--- config.mk ---
export PLATFORM = sky130hd
export DESIGN_NAME = byte_burst_fifo
export DESIGN_NICKNAME = d
export VERILOG_FILES = /design/src/rtl/byte_burst_fifo_pkg.sv /design/src/rtl/byte_burst_fifo_sync_fifo.sv /design/src/rtl/byte_burst_fifo.sv
export SDC_FILE = /design/constraint.sdc
export NUM_CORES = 1
export LEC_CHECK = 0
export BUFFER_PORTS_ARGS = -buffer_cell sky130_fd_sc_hd__buf_2
export CORE_MARGIN = 3
export CORE_UTILIZATION = 55
export DETAILED_ROUTE_END_ITERATION = 12
export PLACE_DENSITY = 0.83
export SLEW_MARGIN = 0
export SYNTH_ARGS = -nofsm -noshare
export SYNTH_HDL_FRONTEND = slang
export SYNTH_HIERARCHICAL = 1
export SYNTH_SLANG_ARGS = --single-unit
--- constraint.sdc ---
create_clock -name clk -period 5.1 [get_ports clk]
set_clock_uncertainty 0.1 [all_clocks]
set_input_delay 0.255 -clock clk [delete_from_list [all_inputs] [get_ports clk]]
set_output_delay 0.255 -clock clk [all_outputs]
set_load 0.005 [all_outputs]
--- src/rtl/byte_burst_fifo_pkg.sv ---
`default_nettype none
// ============================================================================
// Module   : byte_burst_fifo_pkg
// Brief    : Shared FIFO entry layout and time-slot constants.
// Revision : 1.0
// ============================================================================
package byte_burst_fifo_pkg;

  localparam int ENT_W   = 11;
  localparam int ENT_TS  = 10;
  localparam int ENT_SOF = 9;
  localparam int ENT_EOF = 8;

  localparam logic TS0 = 1'b0;
  localparam logic TS1 = 1'b1;

  function automatic logic [ENT_W-1:0] pack_entry(
    input logic       ts,
    input logic       sof,
    input logic       eof,
    input logic [7:0] data
  );
    return {ts, sof, eof, data};
  endfunction

endpackage
`default_nettype wire

--- src/rtl/byte_burst_fifo_sync_fifo.sv ---
`default_nettype none
// ============================================================================
// Module   : byte_burst_fifo_sync_fifo
// Brief    : Synchronous FIFO with a registered first-word-fall-through head.
// Revision : 1.0
// ============================================================================
module byte_burst_fifo_sync_fifo #(
  parameter int DEPTH = 64,
  parameter int AW    = 6,
  parameter int WIDTH = 11
) (
  input  logic             clk,
  input  logic             rst,
  input  logic             i_push,
  input  logic [WIDTH-1:0] i_wdata,
  input  logic             i_ready,
  output logic             o_valid,
  output logic [WIDTH-1:0] o_rdata,
  output logic [AW:0]      o_level,
  output logic             o_drop
);

  logic [WIDTH-1:0] r_mem [DEPTH];
  logic [AW:0]      r_wr_ptr;
  logic [AW:0]      r_rd_ptr;
  logic             r_valid;
  logic [WIDTH-1:0] r_rdata;

  logic             w_full;
  logic             w_pop;
  logic             w_wr_en;
  logic [AW:0]      w_rd_next;
  logic             w_avail;

  assign w_full    = (r_wr_ptr[AW] != r_rd_ptr[AW]) &&
                     (r_wr_ptr[AW-1:0] == r_rd_ptr[AW-1:0]);
  assign w_pop     = r_valid & i_ready;
  assign w_wr_en   = i_push & (~w_full | w_pop);
  assign w_rd_next = r_rd_ptr + {{AW{1'b0}}, w_pop};
  // The head entry stays in memory until popped; the register is just a copy.
  assign w_avail   = (r_wr_ptr != w_rd_next);

  always_ff @(posedge clk) begin
    if (w_wr_en) begin
      r_mem[r_wr_ptr[AW-1:0]] <= i_wdata;
    end
  end

  always_ff @(posedge clk) begin
    if (rst) begin
      r_wr_ptr <= '0;
      r_rd_ptr <= '0;
      r_valid  <= 1'b0;
      r_rdata  <= '0;
    end else begin
      r_wr_ptr <= r_wr_ptr + {{AW{1'b0}}, w_wr_en};
      r_rd_ptr <= w_rd_next;
      r_valid  <= w_avail;
      if (w_avail) begin
        r_rdata <= r_mem[w_rd_next[AW-1:0]];
      end
    end
  end

  assign o_valid = r_valid;
  assign o_rdata = r_rdata;
  assign o_level = r_wr_ptr - r_rd_ptr;
  assign o_drop  = i_push & w_full & ~w_pop;

endmodule
`default_nettype wire

--- src/rtl/byte_burst_fifo.sv ---
`default_nettype none
// ============================================================================
// Module   : byte_burst_fifo
// Brief    : Tags packed bytes with time slot and burst framing, then buffers.
// Revision : 1.0
// ============================================================================
module byte_burst_fifo
  import byte_burst_fifo_pkg::*;
#(
  parameter int DEPTH = 64,
  parameter int AW    = 6
) (
  input  logic        clk,
  input  logic        reset,
  input  logic        byte_sync,
  input  logic [7:0]  byte_data,
  input  logic        byte_win0,
  input  logic        byte_win1,
  output logic        out_valid,
  input  logic        out_ready,
  output logic [7:0]  out_data,
  output logic        out_ts,
  output logic        out_sof,
  output logic        out_eof,
  output logic        ovf,
  output logic        win_err,
  input  logic        err_clr,
  output logic [AW:0] fifo_level
);

  logic             r_stg_valid;
  logic [7:0]       r_stg_data;
  logic             r_stg_ts;
  logic             r_stg_sof;
  logic [1:0]       r_in_burst;
  logic             r_ovf;
  logic             r_win_err;

  logic [1:0]       w_win;
  logic             w_acc;
  logic             w_ts;
  logic             w_both;
  logic             w_sof;
  logic             w_stg_win_low;
  logic             w_push;
  logic             w_eof;
  logic [ENT_W-1:0] w_entry;
  logic [ENT_W-1:0] w_rdata;
  logic             w_drop;

  assign w_win  = {byte_win1, byte_win0};
  assign w_acc  = byte_sync & (byte_win0 | byte_win1);
  assign w_ts   = byte_win0 ? TS0 : TS1;
  assign w_both = byte_sync & byte_win0 & byte_win1;

  // A burst stays open per slot until its window is seen low.
  assign w_sof = ~r_in_burst[w_ts] | (r_stg_valid & (w_ts != r_stg_ts));

  assign w_stg_win_low = r_stg_valid & ~w_win[r_stg_ts];
  assign w_push        = r_stg_valid & (w_acc | w_stg_win_low);
  assign w_eof         = w_stg_win_low | (w_ts != r_stg_ts);
  assign w_entry       = pack_entry(r_stg_ts, r_stg_sof, w_eof, r_stg_data);

  always_ff @(posedge clk) begin
    if (reset) begin
      r_stg_valid <= 1'b0;
      r_stg_data  <= '0;
      r_stg_ts    <= TS0;
      r_stg_sof   <= 1'b0;
      r_in_burst  <= '0;
      r_ovf       <= 1'b0;
      r_win_err   <= 1'b0;
    end else begin
      if (w_acc) begin
        r_stg_valid <= 1'b1;
        r_stg_data  <= byte_data;
        r_stg_ts    <= w_ts;
        r_stg_sof   <= w_sof;
      end else if (w_stg_win_low) begin
        r_stg_valid <= 1'b0;
      end
      r_in_burst[0] <= (w_acc & (w_ts == TS0)) | (r_in_burst[0] & byte_win0);
      r_in_burst[1] <= (w_acc & (w_ts == TS1)) | (r_in_burst[1] & byte_win1);
      // A new error in the clearing cycle keeps the flag set.
      r_ovf     <= w_drop | (r_ovf & ~err_clr);
      r_win_err <= w_both | (r_win_err & ~err_clr);
    end
  end

  byte_burst_fifo_sync_fifo #(
    .DEPTH (DEPTH),
    .AW    (AW),
    .WIDTH (ENT_W)
  ) u_fifo (
    .clk     (clk),
    .rst     (reset),
    .i_push  (w_push),
    .i_wdata (w_entry),
    .i_ready (out_ready),
    .o_valid (out_valid),
    .o_rdata (w_rdata),
    .o_level (fifo_level),
    .o_drop  (w_drop)
  );

  assign out_data = w_rdata[7:0];
  assign out_ts   = w_rdata[ENT_TS];
  assign out_sof  = w_rdata[ENT_SOF];
  assign out_eof  = w_rdata[ENT_EOF];
  assign ovf      = r_ovf;
  assign win_err  = r_win_err;

endmodule
`default_nettype wire

After elaboration in Yosys (flattened, before gate mapping)
Memories as Yosys holds them, arrays and structs flattened. A register that Yosys moved wholly into a read port is not among the register bits. Cells that the tools add are included.

Register bits after elaboration: 30. Memories kept: 1. Output and inout bits: 21. Input port bits: 15. Logic and storage cells: 61. Memory bits (writable): 704.

Memories: u_fifo.r_mem (words 64, bits a word 11, rd ports 1, clocked after memory_dff 1, wr ports 1, RTL line byte_burst_fifo_sync_fifo.sv:23) `logic [WIDTH-1:0] r_mem [DEPTH];`.

Equality and inequality tests: 4. Reductions and logical operators: 2. Bitwise logic cells: 30. Mux-type cells: 9. Magnitude comparators: 2. Add/subtract/negate cells: 3.

Operator list (count): AND 1 bit (16); adder 7 x 1 -> 7 bit (2); 2-to-1 mux 1 bit (9); bitwise OR 1 bit (9); != test 7 bit (1); subtractor 7 bit (1); equality test 6 bit (1); NOT 1 bit (5); less-than comparator 1 x 2 -> 1 bit (second input constant) (2); != test 1 bit (2); nonzero test 2 bit (1); logical AND 1 bit (1).

Depth between registers and ports, before layout
Depth after elaboration: 9. Mapped depth: 13. Gate-level depth less buffers: 11.

Modules after synthesis
The synthesis kept the hierarchy.

Modules (own cells, without submodules): byte_burst_fifo_sync_fifo (seq. area each 21660.8 um^2, times used 1, cells each 1456, area an instance 28826.4 um^2); byte_burst_fifo (seq. area each 300.3 um^2, times used 1, cells each 71, area an instance 605.6 um^2).

Worst setup path before layout
Ideal clock, no wire load.

Path type: register to register. Start point: register r_stg_ts. End point: memory u_fifo.r_mem[0][8], data pin. Data required time: 4.452 ns. Stages on the path, launching flop included: 3. Arrival time: 3.024 ns. Path slack: 1.428 ns. Clock period less this slack: 3.672 ns. Buffers on the path: 0. Cells stage by stage: dfxtp_1 > nor2b_4 > a21oi_1.

Cells in the longest elaborated chain, start to end: 5.

Ends and longest elaborated chain: from (decl) (RTL line byte_burst_fifo.sv:33) `logic r_stg_ts;`; from (signal assigned) (RTL line byte_burst_fifo.sv:77) `r_stg_ts <= w_ts;`; 2-to-1 mux 1 bit (not written as such) (2 in series) (RTL line byte_burst_fifo.sv:59) `assign w_stg_win_low = r_stg_valid & ~w_win[r_stg_ts];`; NOT 1 bit (RTL line byte_burst_fifo.sv:59); AND 1 bit (RTL line byte_burst_fifo.sv:59); bitwise OR 1 bit * (RTL line byte_burst_fifo.sv:61) `assign w_eof = w_stg_win_low | (w_ts != r_stg_ts);`; net w_eof (RTL line byte_burst_fifo.sv:46) `logic w_eof;`; to (decl) (RTL line byte_burst_fifo_sync_fifo.sv:23).

The timed path passes the listed nets; every way through them passes the cells marked *. The select of a mux whose other input is x is not followed.

Final worst setup path
Start point: register u_fifo.r_rd_ptr[4]. End point: memory u_fifo.r_mem[23][1] (enable).

Cells in the longest elaborated chain, start to end: 7.

Ends and longest elaborated chain: from (decl) (RTL line byte_burst_fifo_sync_fifo.sv:25) `logic [AW:0] r_rd_ptr;`; from (signal assigned) (RTL line byte_burst_fifo_sync_fifo.sv:57) `r_rd_ptr <= w_rd_next;`; equality test 6 bit (RTL line byte_burst_fifo_sync_fifo.sv:36) `(r_wr_ptr[AW-1:0] == r_rd_ptr[AW-1:0]);`; logical AND 1 bit (RTL line byte_burst_fifo_sync_fifo.sv:35) `assign w_full = (r_wr_ptr[AW] != r_rd_ptr[AW]) &&`; NOT 1 bit (RTL line byte_burst_fifo_sync_fifo.sv:38) `assign w_wr_en = i_push & (~w_full | w_pop);`; bitwise OR 1 bit (RTL line byte_burst_fifo_sync_fifo.sv:38); AND 1 bit (RTL line byte_burst_fifo_sync_fifo.sv:38); 2-to-1 mux 1 bit (RTL line byte_burst_fifo_sync_fifo.sv:44) `if (w_wr_en) begin`; 2-to-1 mux 1 bit (not written as such) (RTL line byte_burst_fifo_sync_fifo.sv:45) `r_mem[r_wr_ptr[AW-1:0]] <= i_wdata;`.

Every way passes these cells.

==> flow_metrics.py <==
metrics = {
    "status": {
        "status": "finished, final reports clean",
    },
    "sta": {
        "setup_violations": 0,
        "slew_violations": 0,
        "hold_violations": 0,
        "worst_pin_slew_ns": 1.35,
        "fmax_mhz": 236,
        "holdWs_ns": 0.0921,
        "rsz0062_at_grt": "no",
        "post-route-min-period_ns": 4.24,
        "setup_tns_ns": 0,
        "period_share_pct": 83.1,
        "max_slew_margin_pct": 9.90,
    },
    "synth": {
        "yosysTopAreaCell": "edfxtp_1",
        "synth-seq-cells": 745,
        "synth.top_cell.area_share_pct": 71.8,
        "synth_edf_count": 704,
        "ys_types": 60,
        "yosysMostFrequentCell": "edfxtp_1",
        "synth_async_sr_flop_share_pct": 0,
        "syn_avg_cell_area_sq_um": 19.3,
        "synth_nets": 1553,
        "yosysWarnings": 6,
        "synth_top_flop_cell": "edfxtp_1",
        "synth_area_sq_um": 29400,
        "ys_top_cells_by_count": "edfxtp_1, mux4_2, nand2_1",
        "seq_area_frac_synth_pct": 74.6,
        "synth_area_leaders": "edfxtp_1, mux4_2, mux2i_1",
        "synthCells": 1527,
    },
    "clock_network": {
        "cts.clk_slew.worst_paths_ns": 0.06,
        "hold_buffers": 14,
        "cts_tree": "built",
        "cts_root_buf": "clkbuf_16",
        "h-tree-depth": 3,
        "cts.sinks": 745,
        "cts_max_path_buffers": 3,
        "ctsResizeCount": 0,
        "cts_buffers": 71,
        "clock_latency_ns": 0.63,
        "cts_setup_buffers": 0,
    },
    "flow_run": {
        "drv_cap": 0,
    },
    "global_route": {
        "grt_pass1_wl_microns": 101000,
        "grt_antenna_before_repair": 3,
        "grt_max_degree": 90,
        "grt_pass1_vias": 15200,
        "track_usage_pct": 24.2,
        "grt.overflow.total": 0,
    },
    "floorplanning": {
        "die_area_sq_um": 56300,
        "ios": 36,
        "initial_core_util_pct": 55.8,
        "core_region_area_sq_um": 52800,
        "die_h_microns": 237,
        "die_w_microns": 237,
        "rows": 84,
    },
    "cells_and_area": {
        "drive_above_1_share_pct": 21.5,
        "num_antenna_cells": 0,
        "syn_to_final_growth_pct": 11.2,
        "stdcell_count": 2343,
        "layout.nets": 1626,
        "postLayoutCellArea_sq_um": 32700,
    },
    "drt": {
        "drc": 0,
        "vias": 15300,
        "ant_nets": 0,
        "wirelength_microns": 66700,
        "routedWlPerCell_microns": 28.4,
        "vias_per_cell": 6.54,
        "drt_iter0_drc": 2095,
        "first_pass_iters": 6,
    },
    "worst_setup_path": {
        "crit_arrival_ns": 4.35,
        "crit_path_start_kind": "register",
        "critPathRequiredTime_ns": 5.22,
        "crit_path_end": "u_fifo/r_mem[23][1]",
        "worstSetupStartpoint": "u_fifo/r_rd_ptr[4]",
        "critPathMaxFanout": 17,
        "worstRegToRegCells": 8,
        "worstReg2RegStart": "u_fifo/r_rd_ptr[4]",
        "timing.rr.end": "u_fifo/r_mem[23][1]",
        "crit_path_end_kind": "register",
        "worst-setup-path-type": "reg -> reg",
        "rrSetupSlack_ns": 0.86,
    },
    "place": {
        "dpl_cell_area_sq_um": 30300,
        "dp.cells": 2200,
        "dp_hpwl_microns": 37800,
        "place.gp.congestion": 0.888,
        "port_buffers": 35,
    },
    "power_and_ir_drop": {
        "totalPowerFinal_mw": 12.7,
        "peakVddDrop_v": 0.000314,
        "power_density_nw_per_um2": 388,
        "power_leakage_nw": 9.98,
    },
    "min_path": {
        "hold_depth": 2,
        "hp-class": "in -> reg",
    },
}
[metal layers]
metal / vias up / routed length (microns) / GRT usage [%] / share of wire, %
li1: 6301 / - / - / -
met1: 7892 / 25500 / 34.6 / 38
met2: 1016 / 32700 / 38.7 / 49
met3: 119 / 6700 / 4.37 / 10
met4: 0 / 1760 / 7.58 / 2.6
met5: - / 0 / 0 / 0
[layout by cell type, fill, tap and decap left out, types with 6 or more instances in the layout]
| master | Yosys | final |
|---|---|---|
| edfxtp_1 | 704 | 704 |
| mux4_2 | 154 | 154 |
| nand2_1 | 116 | 116 |
| mux2i_1 | 89 | 89 |
| nor2_1 | 86 | 85 |
| clkbuf_16 | 0 | 72 |
| buf_2 | 36 | 35 |
| buf_4 | 13 | 32 |
| dfxtp_1 | 41 | 31 |
| a32o_1 | 22 | 22 |
| a21oi_1 | 20 | 19 |
| clkbuf_1 | 21 | 17 |
| nor3_1 | 16 | 16 |
| o21ai_0 | 16 | 16 |
| inv_1 | 15 | 15 |
| dlygate4sd3_1 | 0 | 14 |
| a32oi_1 | 12 | 12 |
| clkinv_2 | 0 | 12 |
| a41oi_1 | 12 | 12 |
| nor2b_1 | 11 | 11 |
| nand3_1 | 11 | 11 |
| a22oi_1 | 11 | 11 |
| and3_1 | 11 | 11 |
| a211o_1 | 11 | 11 |
| dfxtp_2 | 0 | 10 |
| clkinv_1 | 0 | 9 |
| xnor2_1 | 9 | 9 |
| ha_1 | 10 | 8 |
| nand2b_1 | 7 | 7 |
| xor2_1 | 7 | 7 |
| and2_1 | 6 | 6 |
| or3_1 | 6 | 6 |
[worst max-delay path, cell delays in order, from the launching register on]
cell and delay [ns]:
dfxtp_1 0.74, inv_1 0.18, ha_1 0.37, nand2_1 0.09
nor4_1 0.09, nand2b_1 0.24, nor2_1 0.25, nand3_1 0.54
nor2_1 1.22
[cell families after synthesis]
logic type      Yosys count  share of synthesized area (%)
simple gates            285                           4.35
buf+inv                 101                           1.86
fa+ha+maj                11                          0.493
flops                   745                           74.6
xor+xnor                 17                          0.570
compound gates          124                           3.26
mux                     244                           14.8
[how the worst min path moves through the flow]
stage	end	from
after floorplan	r_stg_data[0]	reset
after global placement	u_fifo/o_rdata[2]	u_fifo/o_rdata[2]
after detailed placement	u_fifo/o_rdata[2]	u_fifo/o_rdata[2]
after CTS	u_fifo/r_rd_ptr[6]	reset
after global routing	u_fifo/r_wr_ptr[4]	reset
final	u_fifo/r_rd_ptr[6]	reset
[per-stage QoR]
stage	setup slack [ns]	util [%]
6_report	0.864	62.1
2_1_floorplan	1.43	-
3_3_place_gp	1.07	57.5
3_5_place_dp	1.05	57.5
5_1_grt	0.653	62.1
4_1_cts	0.981	62.0
[registers in the layout, indices dropped and copies added (netlist names)]
name,flops
u_fifo/r_mem,704
u_fifo/o_rdata,11
r_stg_data,8
u_fifo/r_rd_ptr,7
u_fifo/r_wr_ptr,7
r_in_burst,2
ovf,1
r_stg_sof,1
r_stg_ts,1
r_stg_valid,1
u_fifo/o_valid,1
win_err,1
[cell type report]
cell class	instances	area, sq um
inverters	16	60.1
fillers	3503	20000
repair buffers	85	636
well taps	688	861
clock inverters	36	340
clock buffers	92	1910
multi-input cells	681	6960
flip-flops and latches	745	22000
[power by group]
| group | leakage (nW) | switching [mW] | internal (mW) |
|---|---|---|---|
| logic | 2.43 | 0.457 | 0.380 |
| registers | 6.46 | 0.0445 | 6.73 |
| clock network | 1.10 | 2.22 | 2.87 |
No activity file was read; power rests on OpenSTA's default activity.
